### src/rtl/rx_cmd_decoder_pkg.sv
// Shared constants for the host command link. The game core uses them too.
//   SyncByteDef   : default frame start marker
//   Cmd*          : command codes carried in the CMD byte
//   lane_e        : arrow lane encoding carried in ARG[1:0] of a hit command
//   state_e       : frame decoder states (sync, cmd, arg, chk)
//   timer_width() : inter-byte timer width for a given timeout, never below 1 bit
package rx_cmd_decoder_pkg;

  localparam logic [7:0] SyncByteDef = 8'hA5;

  localparam logic [7:0] CmdPause    = 8'h01;
  localparam logic [7:0] CmdNextSong = 8'h02;
  localparam logic [7:0] CmdHit      = 8'h03;
  localparam logic [7:0] CmdScoreClr = 8'h04;

  typedef enum logic [1:0] {
    LaneL = 2'd0,
    LaneD = 2'd1,
    LaneU = 2'd2,
    LaneR = 2'd3
  } lane_e;

  typedef enum logic [1:0] {
    StSync = 2'd0,
    StCmd  = 2'd1,
    StArg  = 2'd2,
    StChk  = 2'd3
  } state_e;

  function automatic int unsigned timer_width(input int unsigned cycles);
    return ($clog2(cycles) < 1) ? 1 : $clog2(cycles);
  endfunction

endpackage

### src/rtl/rx_cmd_decoder_if.sv
// Byte-in / command-out bundle between the UART receiver side and the decoder.
//   rx_data, rx_valid : received byte and its one-cycle qualifier
//   pause             : pause level for the game core
//   next_song         : one-cycle next-song request
//   score_clr         : one-cycle score clear
//   hit_valid         : one-cycle host-injected hit, hit_lane valid alongside
//   frame_err         : one-cycle pulse per rejected or timed-out frame
//   err_cnt           : saturating count of rejected frames
// master drives bytes and observes commands; slave is the decoder.
interface rx_cmd_decoder_if;

  logic [7:0] rx_data;
  logic       rx_valid;
  logic       pause;
  logic       next_song;
  logic       score_clr;
  logic       hit_valid;
  logic [1:0] hit_lane;
  logic       frame_err;
  logic [7:0] err_cnt;

  modport master (
    output rx_data, rx_valid,
    input  pause, next_song, score_clr, hit_valid, hit_lane, frame_err, err_cnt
  );

  modport slave (
    input  rx_data, rx_valid,
    output pause, next_song, score_clr, hit_valid, hit_lane, frame_err, err_cnt
  );

endinterface

### src/rtl/rx_cmd_decoder.sv
// Host command frame decoder. Frames are SYNC, CMD, ARG, CHK with CHK = CMD ^ ARG.
// Valid frames drive pause / next_song / score_clr / hit outputs one cycle after the
// CHK byte; bad checksums, unknown commands and inter-byte timeouts pulse frame_err
// and bump a saturating error counter.
//   clk : system clock, rising edge
//   rst : asynchronous active-low reset
//   bus : rx_cmd_decoder_if slave modport (bytes in, commands out)
module rx_cmd_decoder
  import rx_cmd_decoder_pkg::*;
#(
  parameter logic [7:0]  SYNC_BYTE      = SyncByteDef,
  parameter int unsigned TIMEOUT_CYCLES = 1000000
) (
  input logic              clk,
  input logic              rst,
  rx_cmd_decoder_if.slave  bus
);

  localparam int unsigned       TimerW   = timer_width(TIMEOUT_CYCLES);
  localparam logic [TimerW-1:0] TimerMax = TimerW'(TIMEOUT_CYCLES - 1);

  state_e            state_q;
  logic [TimerW-1:0] timer_q;
  logic [7:0]        cmd_q;
  logic [7:0]        arg_q;
  logic              pause_q;
  logic              next_song_q;
  logic              score_clr_q;
  logic              hit_valid_q;
  logic [1:0]        hit_lane_q;
  logic              frame_err_q;
  logic [7:0]        err_cnt_q;

  logic       chk_ok;
  logic       cmd_known;
  logic [7:0] err_cnt_inc;

  always_comb begin
    chk_ok      = (bus.rx_data == (cmd_q ^ arg_q));
    cmd_known   = (cmd_q == CmdPause) || (cmd_q == CmdNextSong) ||
                  (cmd_q == CmdHit)   || (cmd_q == CmdScoreClr);
    err_cnt_inc = (err_cnt_q == 8'hFF) ? err_cnt_q : err_cnt_q + 8'd1;
  end

  always_ff @(posedge clk or negedge rst) begin
    if (!rst) begin
      state_q     <= StSync;
      timer_q     <= '0;
      cmd_q       <= '0;
      arg_q       <= '0;
      pause_q     <= 1'b0;
      next_song_q <= 1'b0;
      score_clr_q <= 1'b0;
      hit_valid_q <= 1'b0;
      hit_lane_q  <= 2'd0;
      frame_err_q <= 1'b0;
      err_cnt_q   <= 8'd0;
    end else begin
      // Pulses last exactly one cycle unless re-asserted below.
      next_song_q <= 1'b0;
      score_clr_q <= 1'b0;
      hit_valid_q <= 1'b0;
      frame_err_q <= 1'b0;

      // A byte arriving in the expiry cycle takes priority over the timeout.
      if (bus.rx_valid) begin
        timer_q <= '0;
        unique case (state_q)
          StSync: begin
            if (bus.rx_data == SYNC_BYTE) state_q <= StCmd;
          end
          StCmd: begin
            cmd_q   <= bus.rx_data;
            state_q <= StArg;
          end
          StArg: begin
            arg_q   <= bus.rx_data;
            state_q <= StChk;
          end
          StChk: begin
            state_q <= StSync;
            if (chk_ok && cmd_known) begin
              case (cmd_q)
                CmdPause:    pause_q     <= arg_q[0];
                CmdNextSong: next_song_q <= 1'b1;
                CmdHit: begin
                  hit_valid_q <= 1'b1;
                  hit_lane_q  <= arg_q[1:0];
                end
                CmdScoreClr: score_clr_q <= 1'b1;
                default: ;
              endcase
            end else begin
              frame_err_q <= 1'b1;
              err_cnt_q   <= err_cnt_inc;
            end
          end
          default: state_q <= StSync;
        endcase
      end else if (state_q != StSync) begin
        if (timer_q == TimerMax) begin
          state_q     <= StSync;
          timer_q     <= '0;
          frame_err_q <= 1'b1;
          err_cnt_q   <= err_cnt_inc;
        end else begin
          timer_q <= timer_q + 1'b1;
        end
      end
    end
  end

  assign bus.pause     = pause_q;
  assign bus.next_song = next_song_q;
  assign bus.score_clr = score_clr_q;
  assign bus.hit_valid = hit_valid_q;
  assign bus.hit_lane  = hit_lane_q;
  assign bus.frame_err = frame_err_q;
  assign bus.err_cnt   = err_cnt_q;

endmodule

### src/flat_wrapper.sv
// flat-port wrapper written by rule: the top's interface ports become plain ports
module rx_cmd_decoder_flat import rx_cmd_decoder_pkg::*;
#(
  parameter logic [7:0]  SYNC_BYTE      = SyncByteDef,
  parameter int unsigned TIMEOUT_CYCLES = 1000000
)
  (clk, rst, bus_rx_data, bus_rx_valid, bus_pause, bus_next_song, bus_score_clr, bus_hit_valid, bus_hit_lane, bus_frame_err, bus_err_cnt);
  rx_cmd_decoder_if bus_i ();
  input logic clk;
  input logic rst;
  input wire logic [$bits(bus_i.rx_data)-1:0] bus_rx_data;
  input wire logic [$bits(bus_i.rx_valid)-1:0] bus_rx_valid;
  output wire logic [$bits(bus_i.pause)-1:0] bus_pause;
  output wire logic [$bits(bus_i.next_song)-1:0] bus_next_song;
  output wire logic [$bits(bus_i.score_clr)-1:0] bus_score_clr;
  output wire logic [$bits(bus_i.hit_valid)-1:0] bus_hit_valid;
  output wire logic [$bits(bus_i.hit_lane)-1:0] bus_hit_lane;
  output wire logic [$bits(bus_i.frame_err)-1:0] bus_frame_err;
  output wire logic [$bits(bus_i.err_cnt)-1:0] bus_err_cnt;
  assign bus_i.rx_data = bus_rx_data;
  assign bus_i.rx_valid = bus_rx_valid;
  assign bus_pause = bus_i.pause;
  assign bus_next_song = bus_i.next_song;
  assign bus_score_clr = bus_i.score_clr;
  assign bus_hit_valid = bus_i.hit_valid;
  assign bus_hit_lane = bus_i.hit_lane;
  assign bus_frame_err = bus_i.frame_err;
  assign bus_err_cnt = bus_i.err_cnt;
  rx_cmd_decoder #(.SYNC_BYTE(SYNC_BYTE), .TIMEOUT_CYCLES(TIMEOUT_CYCLES)) u_core (.clk(clk), .rst(rst), .bus(bus_i));
endmodule
### config.mk
export PLATFORM = sky130hd
export DESIGN_NAME = rx_cmd_decoder_flat
export DESIGN_NICKNAME = d
export VERILOG_FILES = /design/src/rtl/rx_cmd_decoder_pkg.sv /design/src/rtl/rx_cmd_decoder_if.sv /design/src/rtl/rx_cmd_decoder.sv /design/src/flat_wrapper.sv
export SDC_FILE = /design/constraint.sdc
export NUM_CORES = 1
export LEC_CHECK = 0
export BUFFER_PORTS_ARGS = -buffer_cell sky130_fd_sc_hd__buf_2
export CAP_MARGIN = 20
export CORE_MARGIN = 2
export CORE_UTILIZATION = 59
export DETAILED_ROUTE_END_ITERATION = 6
export PLACE_DENSITY_LB_ADDON = 0.12
export SLEW_MARGIN = 20
export SYNTH_ARGS = -nofsm -noshare
export SYNTH_HDL_FRONTEND = slang
export SYNTH_SLANG_ARGS = --single-unit
### constraint.sdc
create_clock -name clk -period 3.13 [get_ports clk]
set_input_delay 0 -clock clk [delete_from_list [all_inputs] [get_ports clk]]
set_output_delay 0 -clock clk [all_outputs]
set_load 0.03 [all_outputs]
# Yosys cells after proc, flatten, opt, wreduce, memory -nomap -nowiden
# Index checks and enable logic that the tools add are counted.
# op_classes
addsub,2
eq_ne,14
muxes,31
n_bitwise,1
reduce_logical,14
# op_table
operator,count
$mux 20,3
$mux 8,6
$add 20x1->20 const B,1
$eq 20x20->1 const B,1
$mux 1,17
$eq 8x2->1 const B,2
$eq 8x8->1 const B,2
$reduce_and 4->1,3
$add 8x1->8 const B,1
$eq 8x1->1 const B,1
$eq 8x3->1 const B,1
$eq 8x8->1,1
$mux 2,4
$pmux 2 s4,1
$xor 8x8->8,1
$reduce_bool 2->1,3
$eq 2x2->1 const B,2
$reduce_and 2->1,2
$logic_or 1x1->1,3
$ne 3x2->1 const B,1
$reduce_and 3->1,1
$eq 2x1->1 const B,1
$logic_not 2->1,1
$ne 2x1->1 const B,1
2 further kinds,2
# word_totals
register_bits,53
in_bits,11
output_inout_bits,15
word_cells,73

# Longest topological paths before layout
# Gate-level depths: netlist (run 1).
# depth
word_depth,8
depth_mapped,7
mapped_depth_nobuf,7

# Worst setup path after synthesis (run 1)
# No wires, ideal clock.
# synth_path
kind,reg2reg
start,reg u_core.timer_q[12]
end,reg u_core.err_cnt_q[1] (netlist: u_core.bus.err_cnt[1])
setup_ns,0.125
arrival_ns,2.205
required_time_ns,3.005
path_slack_ns,0.800
stages_incl_launch_ff,6
n_path_buf,0
path_cell_list,dfrtp_1 > or4_1 > or4_4 > o31ai_4 > nand3_2 > mux2_4
# synth_between
elab_chain_len,3
# synth_rtl
item,line,rtl
"start, declared",rx_cmd_decoder.sv:23,logic [TimerW-1:0] timer_q;
"start signal, assigned",rx_cmd_decoder.sv:107,timer_q <= timer_q + 1'b1;
$eq 20x20->1,rx_cmd_decoder.sv:101,if (timer_q == TimerMax) begin
$reduce_bool 2->1 (no line),--,
$reduce_and 4->1 (no line),--,
"end signal, assigned",rx_cmd_decoder.sv:95,err_cnt_q <= err_cnt_inc;
"end signal, assigned",rx_cmd_decoder.sv:105,err_cnt_q <= err_cnt_inc;
"end, declared",rx_cmd_decoder.sv:32,logic [7:0] err_cnt_q;
# Every way passes these cells.
# A chain may end at the register's enable or synchronous reset.

# Worst setup path after layout (run 1)
# Ends and elaborated chain as after synthesis.

==> impl_metrics.json, run 1 <==
{
  "status": "complete, no violations",
  "cp-start-kind": "register",
  "grt_overflow_total": 0,
  "rrSetupSlack_ns": 0.63,
  "drt_iter0_markers": 174,
  "firstDrtPassIters": 4,
  "seq_area_frac_synth_pct": 48.5,
  "clock_latency_ns": 0.31,
  "async_flop_share_pct": 100,
  "whs_path_depth": 2,
  "ys_types": 48,
  "worstPathArrival_ns": 2.70,
  "min_path_type": "primary input to register",
  "p_per_area_nw_per_um2": 674,
  "gp_congestion": 0.864,
  "timing.rr.start": "u_core.timer_q[12]$_DFFE_PN0P_",
  "synth_area_sq_um": 2740,
  "r2r_cells": 5,
  "ys_seq_elements": 53,
  "grtUsageTotal_pct": 23.1,
  "wire_per_inst_um": 15.8,
  "syn_area_per_cell_sq_um": 11.0,
  "finalSetupTns_ns": 0,
  "rsz0062_at_grt": "no",
  "numPortBuffers": 25,
  "leakage_uw": 0.00141,
  "slew_violations": 0,
  "chipWidth_um": 72.1,
  "peakVddDrop_mv": 0.430,
  "grt_pass1_wl_um": 9250,
  "floorplan.initialDensity_pct": 62.0,
  "cts_num_sinks": 53,
  "io_pins": 26,
  "vias": 2048,
  "setup_viol": 0,
  "yosysMostFrequentCell": "dfrtp_1",
  "min_period_over_period_pct": 79.8,
  "worst_pin_slew_ns": 0.625,
  "synthTopCellsByArea": "dfrtp_1 (48%), mux2_2 (8.2%), xnor2_1 (5.8%)",
  "final_nets": 306,
  "synth_edf_count": 0,
  "cts_buffer_depth": 2,
  "path_class": "register to register",
  "placementRows": 24,
  "antennaDiodeCount": 0,
  "die-area_sq_um": 5200,
  "antenna_found_initial": 0,
  "drt-total-wl_um": 5400,
  "fin_skew_ns": 0.00772,
  "post-cts-setup-buffers": 0,
  "synth_top_area_share_pct": 48.5,
  "ys.flop_type": "dfrtp_1",
  "postSynthCellCount": 249,
  "max_freq_ghz": 0.400,
  "fp.coreArea_sq_um": 4410,
  "root_buffer": "clkbuf_8",
  "vias_per_cell": 5.99,
  "cap_violations": 0,
  "ant_nets": 0,
  "min_from": "bus_rx_valid",
  "grt_pass1_vias": 1950,
  "layout-drive-gt1-share_pct": 22.1,
  "hold_viol_final": 0,
  "path_clk_slew_ns": 0.09,
  "timing.rr.end": "u_core.bus.err_cnt[1]$_DFFE_PN0P_",
  "synth_commonest_cells": "dfrtp_1 (53), nor2_1 (22), nand2_1 (21)",
  "synth_warnings": 0,
  "cts_tree": "yes",
  "worstHoldEndpoint": "u_core.timer_q[9]$_DFFE_PN0P_",
  "min_period_ns": 2.50,
  "die_h_um": 72.1,
  "htree_num_levels": 2,
  "final_util_pct": 70.7,
  "slew_headroom_pct": 58.3,
  "cp_max_fo": 8,
  "area_growth_pct": 14.0,
  "critPathCaptureType": "register",
  "place_hpwl_um": 3820,
  "synth_top_area_cell": "dfrtp_1",
  "grt_max_degree": 51,
  "cts_buffers": 5,
  "required_ns": 3.33,
  "drc": 0,
  "syn-num-nets": 266
}
==> state kept, by name, summed over array words and instances, names as in the netlist, 2 cells and up <==
register,flops
u_core.state_q,2
u_core.bus.hit_lane,2
u_core.arg_q,8
u_core.timer_q,20
u_core.bus.err_cnt,8
u_core.cmd_q,8
==> placed cells by master, fill, tap and decap left out, drive strengths merged, types with 8 or more instances in the layout <==
master | netlist | layout
buf | 2 | 27
dfrtp | 53 | 53
dlygate4sd3 | 0 | 9
inv | 8 | 8
mux2 | 23 | 23
nand2 | 21 | 21
nand3 | 11 | 11
nand4 | 10 | 10
nor2 | 22 | 22
nor3 | 8 | 8
xnor2 | 18 | 18
==> worst max-delay path by stage <==
stage               depth (start not counted)                           endpoint  slack [ns]                           start
global placement                            5  u_core.bus.err_cnt[1]$_DFFE_PN0P_        0.71  u_core.timer_q[12]$_DFFE_PN0P_
detailed placement                          5  u_core.bus.err_cnt[7]$_DFFE_PN0P_        0.66  u_core.timer_q[12]$_DFFE_PN0P_
finish                                      5  u_core.bus.err_cnt[1]$_DFFE_PN0P_        0.63  u_core.timer_q[12]$_DFFE_PN0P_
CTS                                         5  u_core.bus.err_cnt[7]$_DFFE_PN0P_        0.63  u_core.timer_q[12]$_DFFE_PN0P_
floorplan                                   5  u_core.bus.err_cnt[1]$_DFFE_PN0P_        0.80  u_core.timer_q[12]$_DFFE_PN0P_
global route                                5  u_core.bus.err_cnt[1]$_DFFE_PN0P_        0.50  u_core.timer_q[12]$_DFFE_PN0P_
==> final cells by class <==
cell class                      count  area [sq um]
Clock buffer                        7          96.3
Clock inverter                      1          5.00
Fill cell                         330          1290
Inverter                            8          30.0
Multi-Input combinational cell    185          1360
Sequential cell                    53          1330
Tap cell                           52          65.1
Timing Repair Buffer               36           233
==> per-layer routing <==
metal	global-route usage (%)	wire length (um)
met1	32.6	2520
met5	0	0
met2	36.2	2540
met4	9.01	82
met3	3.33	250
==> report_power, final <==
| part | total, uW | switching [uW] | internal [uW] |
|---|---|---|---|
| combinational | 691 | 322 | 369 |
| sequential | 990 | 148 | 842 |
| clock | 423 | 222 | 200 |
==> repair_timing <==
item	CTS	global route
hold endpoints to repair	65	0
hold buffers	9	0
resized for setup	0	0
==> cell families after synthesis <==
group	share of synthesized area, %
flip-flops	48.5
AO/OA/AOI/OAI	5.67
AND/OR/NAND/NOR	22.0
XOR/XNOR	9.83
adder cells (fa/ha/maj)	2.74
multiplexers	9.60
buffers and inverters	1.69
==> worst max-delay path, cell delays in order, from the launching register on <==
cell and delay (ns):
dfrtp_1 0.43, or4_1 0.55, or4_4 0.58, o31ai_4 0.35, nand3_2 0.16, mux2_4 0.32
==> per-stage QoR <==
stage                     power (uW)  setup slack (ns)  hold WS [ns]  instance area [sq um]  std cells
after CTS                       2120             0.626        0.0515                   3120        342
after global routing            2230             0.501        0.0884                   3120        342
after detailed placement        1690             0.663         0.276                   2930        325
final                           2100             0.632        0.0631                   3120        342
after floorplan                 1510             0.800        -0.296                   2740        249
after global placement          1650             0.708         0.265                   2930        325
(Power assumes the default switching activity.)
==> run 2: changes to the inputs <==
--- a/config.mk
+++ b/config.mk
@@ -8,7 +8,7 @@
 export BUFFER_PORTS_ARGS = -buffer_cell sky130_fd_sc_hd__buf_2
 export CAP_MARGIN = 20
 export CORE_MARGIN = 2
-export CORE_UTILIZATION = 59
+export CORE_UTILIZATION = 53
 export DETAILED_ROUTE_END_ITERATION = 6
 export PLACE_DENSITY_LB_ADDON = 0.12
 export SLEW_MARGIN = 20
==> constraint.sdc (replaced) <==
create_clock -name clk -period 2.2 [get_ports clk]
set_input_delay 0 -clock clk [delete_from_list [all_inputs] [get_ports clk]]
set_output_delay 0 -clock clk [all_outputs]
set_load 0.03 [all_outputs]
==> run 2 against run 1 <==
Highest routed layer unchanged; hold slack better by 0.089 ns; worst setup slack worse by 0.75 ns; power increased by 45%; die area increased by 11%; clock power increased by 33%; via count increased by 0.73%; critical path depth up 1; the run now ends with setup timing left; utilization shrank 4.1 points; non-clock buffer count rose by 23; global-route usage shrank 2.4 points; flip-flop and latch count stayed put; maximum frequency increased by 7.7%.
==> impl_metrics.json, run 2 (synthesis results as in run 1) <==
{
  "status": "complete, but fails checks",
  "violations": "setup timing",
  "slew_headroom_pct": 61.5,
  "final_util_pct": 66.6,
  "cp-start-kind": "register",
  "final_cell_area_sq_um": 3360,
  "place_hpwl_um": 4020,
  "root_buffer": "clkbuf_8",
  "worstHoldEndpoint": "u_core.timer_q[9]$_DFFE_PN0P_",
  "ant_nets": 0,
  "cap_violations": 0,
  "floorplan.initialDensity_pct": 54.3,
  "seq_area_sq_um": 1330,
  "largest_reg_flops": 20,
  "final_nets": 329,
  "regMostFlops": "u_core.timer_q",
  "die-area_sq_um": 5750,
  "antennaDiodeCount": 0,
  "min_period_ns": 2.32,
  "setup_viol": 22,
  "wire_per_inst_um": 14.4,
  "rsz0062_at_grt": "yes",
  "placementRows": 26,
  "layout-drive-gt1-share_pct": 30.0,
  "timing.rr.end": "u_core.timer_q[0]$_DFFE_PN0P_",
  "fill_cells": 401,
  "vias": 2063,
  "drt-total-wl_um": 5530,
  "p_per_area_nw_per_um2": 911,
  "die_h_um": 75.9,
  "max_freq_ghz": 0.431,
  "grt_overflow_total": 0,
  "io_pins": 26,
  "grt_pass1_wl_um": 9000,
  "cts_tree": "yes",
  "drt_iter0_markers": 38,
  "critPathCaptureType": "register",
  "min_from": "bus_rx_valid",
  "path_class": "register to register",
  "min_period_over_period_pct": 105,
  "clock_latency_ns": 0.30,
  "worst_pin_slew_ns": 0.577,
  "grt_max_degree": 27,
  "whs_path_depth": 3,
  "antenna_found_initial": 0,
  "r2r_cells": 6,
  "chipWidth_um": 75.9,
  "placed_cell_area_sq_um": 3100,
  "setup_ws_ns": -0.119,
  "firstDrtPassIters": 4,
  "rrSetupSlack_ns": -0.12,
  "timing.rr.start": "u_core.timer_q[12]$_DFFE_PN0P_",
  "multi_input_area_sq_um": 1400,
  "hold_viol_final": 0,
  "cts_num_sinks": 53,
  "grt_pass1_vias": 1933,
  "path_clk_slew_ns": 0.09,
  "peakVddDrop_mv": 0.592,
  "htree_num_levels": 2,
  "cp_max_fo": 5,
  "grtUsageTotal_pct": 20.6,
  "vias_per_cell": 5.39,
  "leakage_uw": 0.00153,
  "drc": 0,
  "gp_congestion": 0.861,
  "numPortBuffers": 25,
  "final_common_cell": "dfrtp_1",
  "finalSetupTns_ns": -1.59,
  "fin_skew_ns": 0.00993,
  "cts_buffer_depth": 2,
  "slew_violations": 0,
  "cts_buffers": 5,
  "power_uw": 3060,
  "required_ns": 2.38,
  "worstPathArrival_ns": 2.50,
  "fp.coreArea_sq_um": 5040,
  "min_path_type": "primary input to register",
  "mostFrequentLayoutCells": "dfrtp_1 (53), buf_2 (25), buf_4 (22)",
  "area_growth_pct": 22.7
}
## run 2: timing repair
item / 4_1_cts / 5_1_grt
hold endpoints to repair: 39 / 0
endpoints found under the setup margin: 22 / 26
resized for setup: 6 / 9
buffers inserted: 0 / 2
pin swaps: 0 / 6
hold buffers: 9 / 0
cloned: 1 / 0
## run 2: metrics by stage
step	hold slack [ns]	cells	setup slack (ns)
after floorplan	-0.296	249	-0.130
after global placement	0.0384	363	-0.0830
after detailed placement	0.0368	363	-0.0931
after CTS	0.127	381	-0.108
after global routing	0.147	383	-0.206
final	0.152	383	-0.119
## run 2: worst max path at each step
stage / from / endpoint / slack [ns] / cells after the start
final: u_core.timer_q[12]$_DFFE_PN0P_ / u_core.timer_q[0]$_DFFE_PN0P_ / -0.12 / 6
after floorplan: u_core.timer_q[12]$_DFFE_PN0P_ / u_core.bus.err_cnt[1]$_DFFE_PN0P_ / -0.13 / 5
after CTS: u_core.timer_q[12]$_DFFE_PN0P_ / u_core.bus.err_cnt[7]$_DFFE_PN0P_ / -0.11 / 5
after global placement: u_core.timer_q[12]$_DFFE_PN0P_ / u_core.bus.err_cnt[7]$_DFFE_PN0P_ / -0.08 / 5
after detailed placement: u_core.timer_q[12]$_DFFE_PN0P_ / u_core.bus.err_cnt[7]$_DFFE_PN0P_ / -0.09 / 5
after global routing: u_core.timer_q[12]$_DFFE_PN0P_ / u_core.bus.err_cnt[7]$_DFFE_PN0P_ / -0.21 / 5
## run 2: critical path: stages (launching register included)
cell,delay (ns)
dfrtp_1,0.39
or4_1,0.51
or4_4,0.51
buf_4,0.15
buf_6,0.12
o211a_4,0.26
mux2_2,0.26
## run 2: where the power goes
| group | switching [uW] | total, uW | internal (uW) | leakage (uW) |
|---|---|---|---|---|
| registers | 171 | 1370 | 1200 | 0.000696 |
| clock network | 309 | 564 | 256 | 0.0000512 |
| logic | 523 | 1130 | 603 | 0.000778 |
| total | 1000 | 3060 | 2060 | 0.00153 |
## run 2: layout make-up
cell class              count  area share [%]
inverters                   8           0.895
well taps                  70            2.61
flip-flops and latches     53            39.5
clock inverters             2           0.410
multi-input cells         185            41.8
repair buffers             59            12.3
clock buffers               6            2.46
## run 2: layer usage
metal	routed length (um)	global-route usage, %
met1	2740	29.2
met2	2580	32.8
met5	0	0
met4	81	6.04
met3	132	3.17
==> run 3: changes to the inputs <==
--- a/config.mk
+++ b/config.mk
@@ -11,6 +11,8 @@
 export CORE_UTILIZATION = 53
 export DETAILED_ROUTE_END_ITERATION = 6
 export PLACE_DENSITY_LB_ADDON = 0.12
+export RECOVER_POWER = 100
+export REMOVE_ABC_BUFFERS = 1
 export SLEW_MARGIN = 20
 export SYNTH_ARGS = -nofsm -noshare
 export SYNTH_HDL_FRONTEND = slang
==> run 3 against run 2 <==
The flow still finishes with violations (setup timing); maximum frequency is 1.9% lower; utilization fell by 0.72 points; global-route usage rose by 0.70 points; non-clock buffer count fell by 1; clock power decreased by 4.4%; sequential share of layout area up 0.43 points; flip-flop and latch count unchanged; hold slack lost 0.080 ns; worst setup slack worse by 0.045 ns; final area decreased by 1.1%; critical path type unchanged.
==> impl_metrics.json, run 3 (synthesis results as in run 1) <==
{
  "status": "complete, but fails checks",
  "violations": "setup timing",
  "holdWs_ns": 0.0725,
  "rrSetupSlack_ns": -0.16,
  "ant_nets": 0,
  "crit_start": "u_core.timer_q[12]$_DFFE_PN0P_",
  "cts_tree": "yes",
  "grt.met3_usage_pct": 3.57,
  "chipWidth_um": 75.9,
  "worstPathArrival_ns": 2.56,
  "slew_violations": 0,
  "min_period_ns": 2.36,
  "path_clk_slew_ns": 0.09,
  "power_uw": 3020,
  "drt-total-wl_um": 5540,
  "slew_headroom_pct": 35.9,
  "layout-drive-gt1-share_pct": 23.4,
  "largest_reg_flops": 20,
  "mostFrequentLayoutCells": "dfrtp_1 (53), nand2_1 (21), nor2_1 (21), clkbuf_1 (21), mux2_2 (20)",
  "grt_pass1_vias": 1972,
  "io_pins": 26,
  "place_inst": 360,
  "gr-usage-met2_pct": 33.2,
  "place_hpwl_um": 3960,
  "drc": 0,
  "placementRows": 26,
  "antennaDiodeCount": 0,
  "critPathCaptureType": "register",
  "numPortBuffers": 25,
  "required_ns": 2.40,
  "use_met1_pct": 30.6,
  "cts_buffer_depth": 2,
  "setup_ws_ns": -0.164,
  "grt_pass1_wl_um": 9180,
  "setup_viol": 25,
  "grtUsageTotal_pct": 21.3,
  "grt_max_degree": 24,
  "finalSetupTns_ns": -2.22,
  "final_common_cell": "dfrtp_1",
  "firstDrtPassIters": 4,
  "cp_max_fo": 5,
  "cts_buffers": 5,
  "peakVddDrop_mv": 0.610,
  "path_class": "register to register",
  "dp_slack_ns": -0.131,
  "gp_congestion": 0.870,
  "regMostFlops": "u_core.timer_q",
  "die_h_um": 75.9,
  "crit_end": "u_core.timer_q[0]$_DFFE_PN0P_",
  "fin_skew_ns": 0.00558,
  "hold_viol_final": 0,
  "die-area_sq_um": 5750,
  "rsz0062_at_grt": "yes",
  "final_nets": 328,
  "p_per_area_nw_per_um2": 909,
  "wire_per_inst_um": 14.5,
  "fin_cells": 382,
  "clock_latency_ns": 0.31,
  "r2r_cells": 6,
  "vias_per_cell": 5.39,
  "cap_violations": 0,
  "area_growth_pct": 21.4,
  "htree_num_levels": 2,
  "root_buffer": "clkbuf_8",
  "leakage_uw": 0.00143,
  "drt_iter0_markers": 91,
  "min_path_type": "primary input to register",
  "cts_num_sinks": 53,
  "grt_overflow_total": 0,
  "worst_pin_slew_ns": 0.961,
  "timing.rr.start": "u_core.timer_q[12]$_DFFE_PN0P_",
  "vias": 2060,
  "grt.busiest_layer": "met2",
  "fill_cells": 436,
  "fp.coreArea_sq_um": 5040,
  "cp-start-kind": "register",
  "antenna_found_initial": 0,
  "min_period_over_period_pct": 107,
  "floorplan.initialDensity_pct": 54.3,
  "timing.rr.end": "u_core.timer_q[0]$_DFFE_PN0P_",
  "max_freq_ghz": 0.423
}
run 3: worst min-delay path by stage:
stage                             from                                end  slack, ns  cells past startpoint
after CTS                 bus_rx_valid      u_core.timer_q[8]$_DFFE_PN0P_       0.07                      2
final                     bus_rx_valid      u_core.timer_q[2]$_DFFE_PN0P_       0.07                      2
after global placement             rst  u_core.bus.err_cnt[6]$_DFFE_PN0P_      -0.06                      1
after detailed placement           rst     u_core.bus.frame_err$_DFF_PN0_      -0.05                      1
after global routing      bus_rx_valid      u_core.timer_q[8]$_DFFE_PN0P_        0.1                      2
after floorplan                    rst        u_core.arg_q[0]$_DFFE_PN0P_      -0.30                      0
run 3: layout make-up:
cell class	count	area, sq um	share of cell area (%)
Clock inverter	1	7.51	0.226
Timing Repair Buffer	58	377	11.3
Tap cell	70	87.6	2.64
Multi-Input combinational cell	185	1420	42.7
Inverter	8	30.0	0.904
Clock buffer	7	76.3	2.30
Sequential cell	53	1330	39.9
run 3: timing repair:
item                                    4_1_cts  5_1_grt
pin swaps                                     0        3
endpoints found under the hold margin        31        0
endpoints found under the setup margin       22       25
resized for setup                             7       13
buffers inserted                              0        4
hold buffers                                  9        0
cloned                                        1        0
run 3: critical path: stages, from the launching register on:
cell and delay [ns]:
dfrtp_1 0.39, or4_1 0.52, or4_4 0.55, buf_4 0.16
buf_6 0.12, o211a_4 0.25, mux2_2 0.26
run 3: power breakdown:
part           leakage, uW  internal (uW)  switching (uW)  total [uW]
logic             0.000699            589             516        1110
registers         0.000696           1200             177        1370
clock network    0.0000385            226             313         539
run 3: metal layers:
metal  vias up  wire length [um]
met5         -                 0
met4         0                72
met3         6               155
met2        30              2580
met1      1008              2740
li1       1016                 -
run 3: per-stage QoR:
step	instance area (sq um)	util, %
2_1_floorplan	2720	-
3_5_place_dp	3080	61.0
3_3_place_gp	3080	61.0
4_1_cts	3280	65.1
6_report	3320	65.9
5_1_grt	3320	65.9
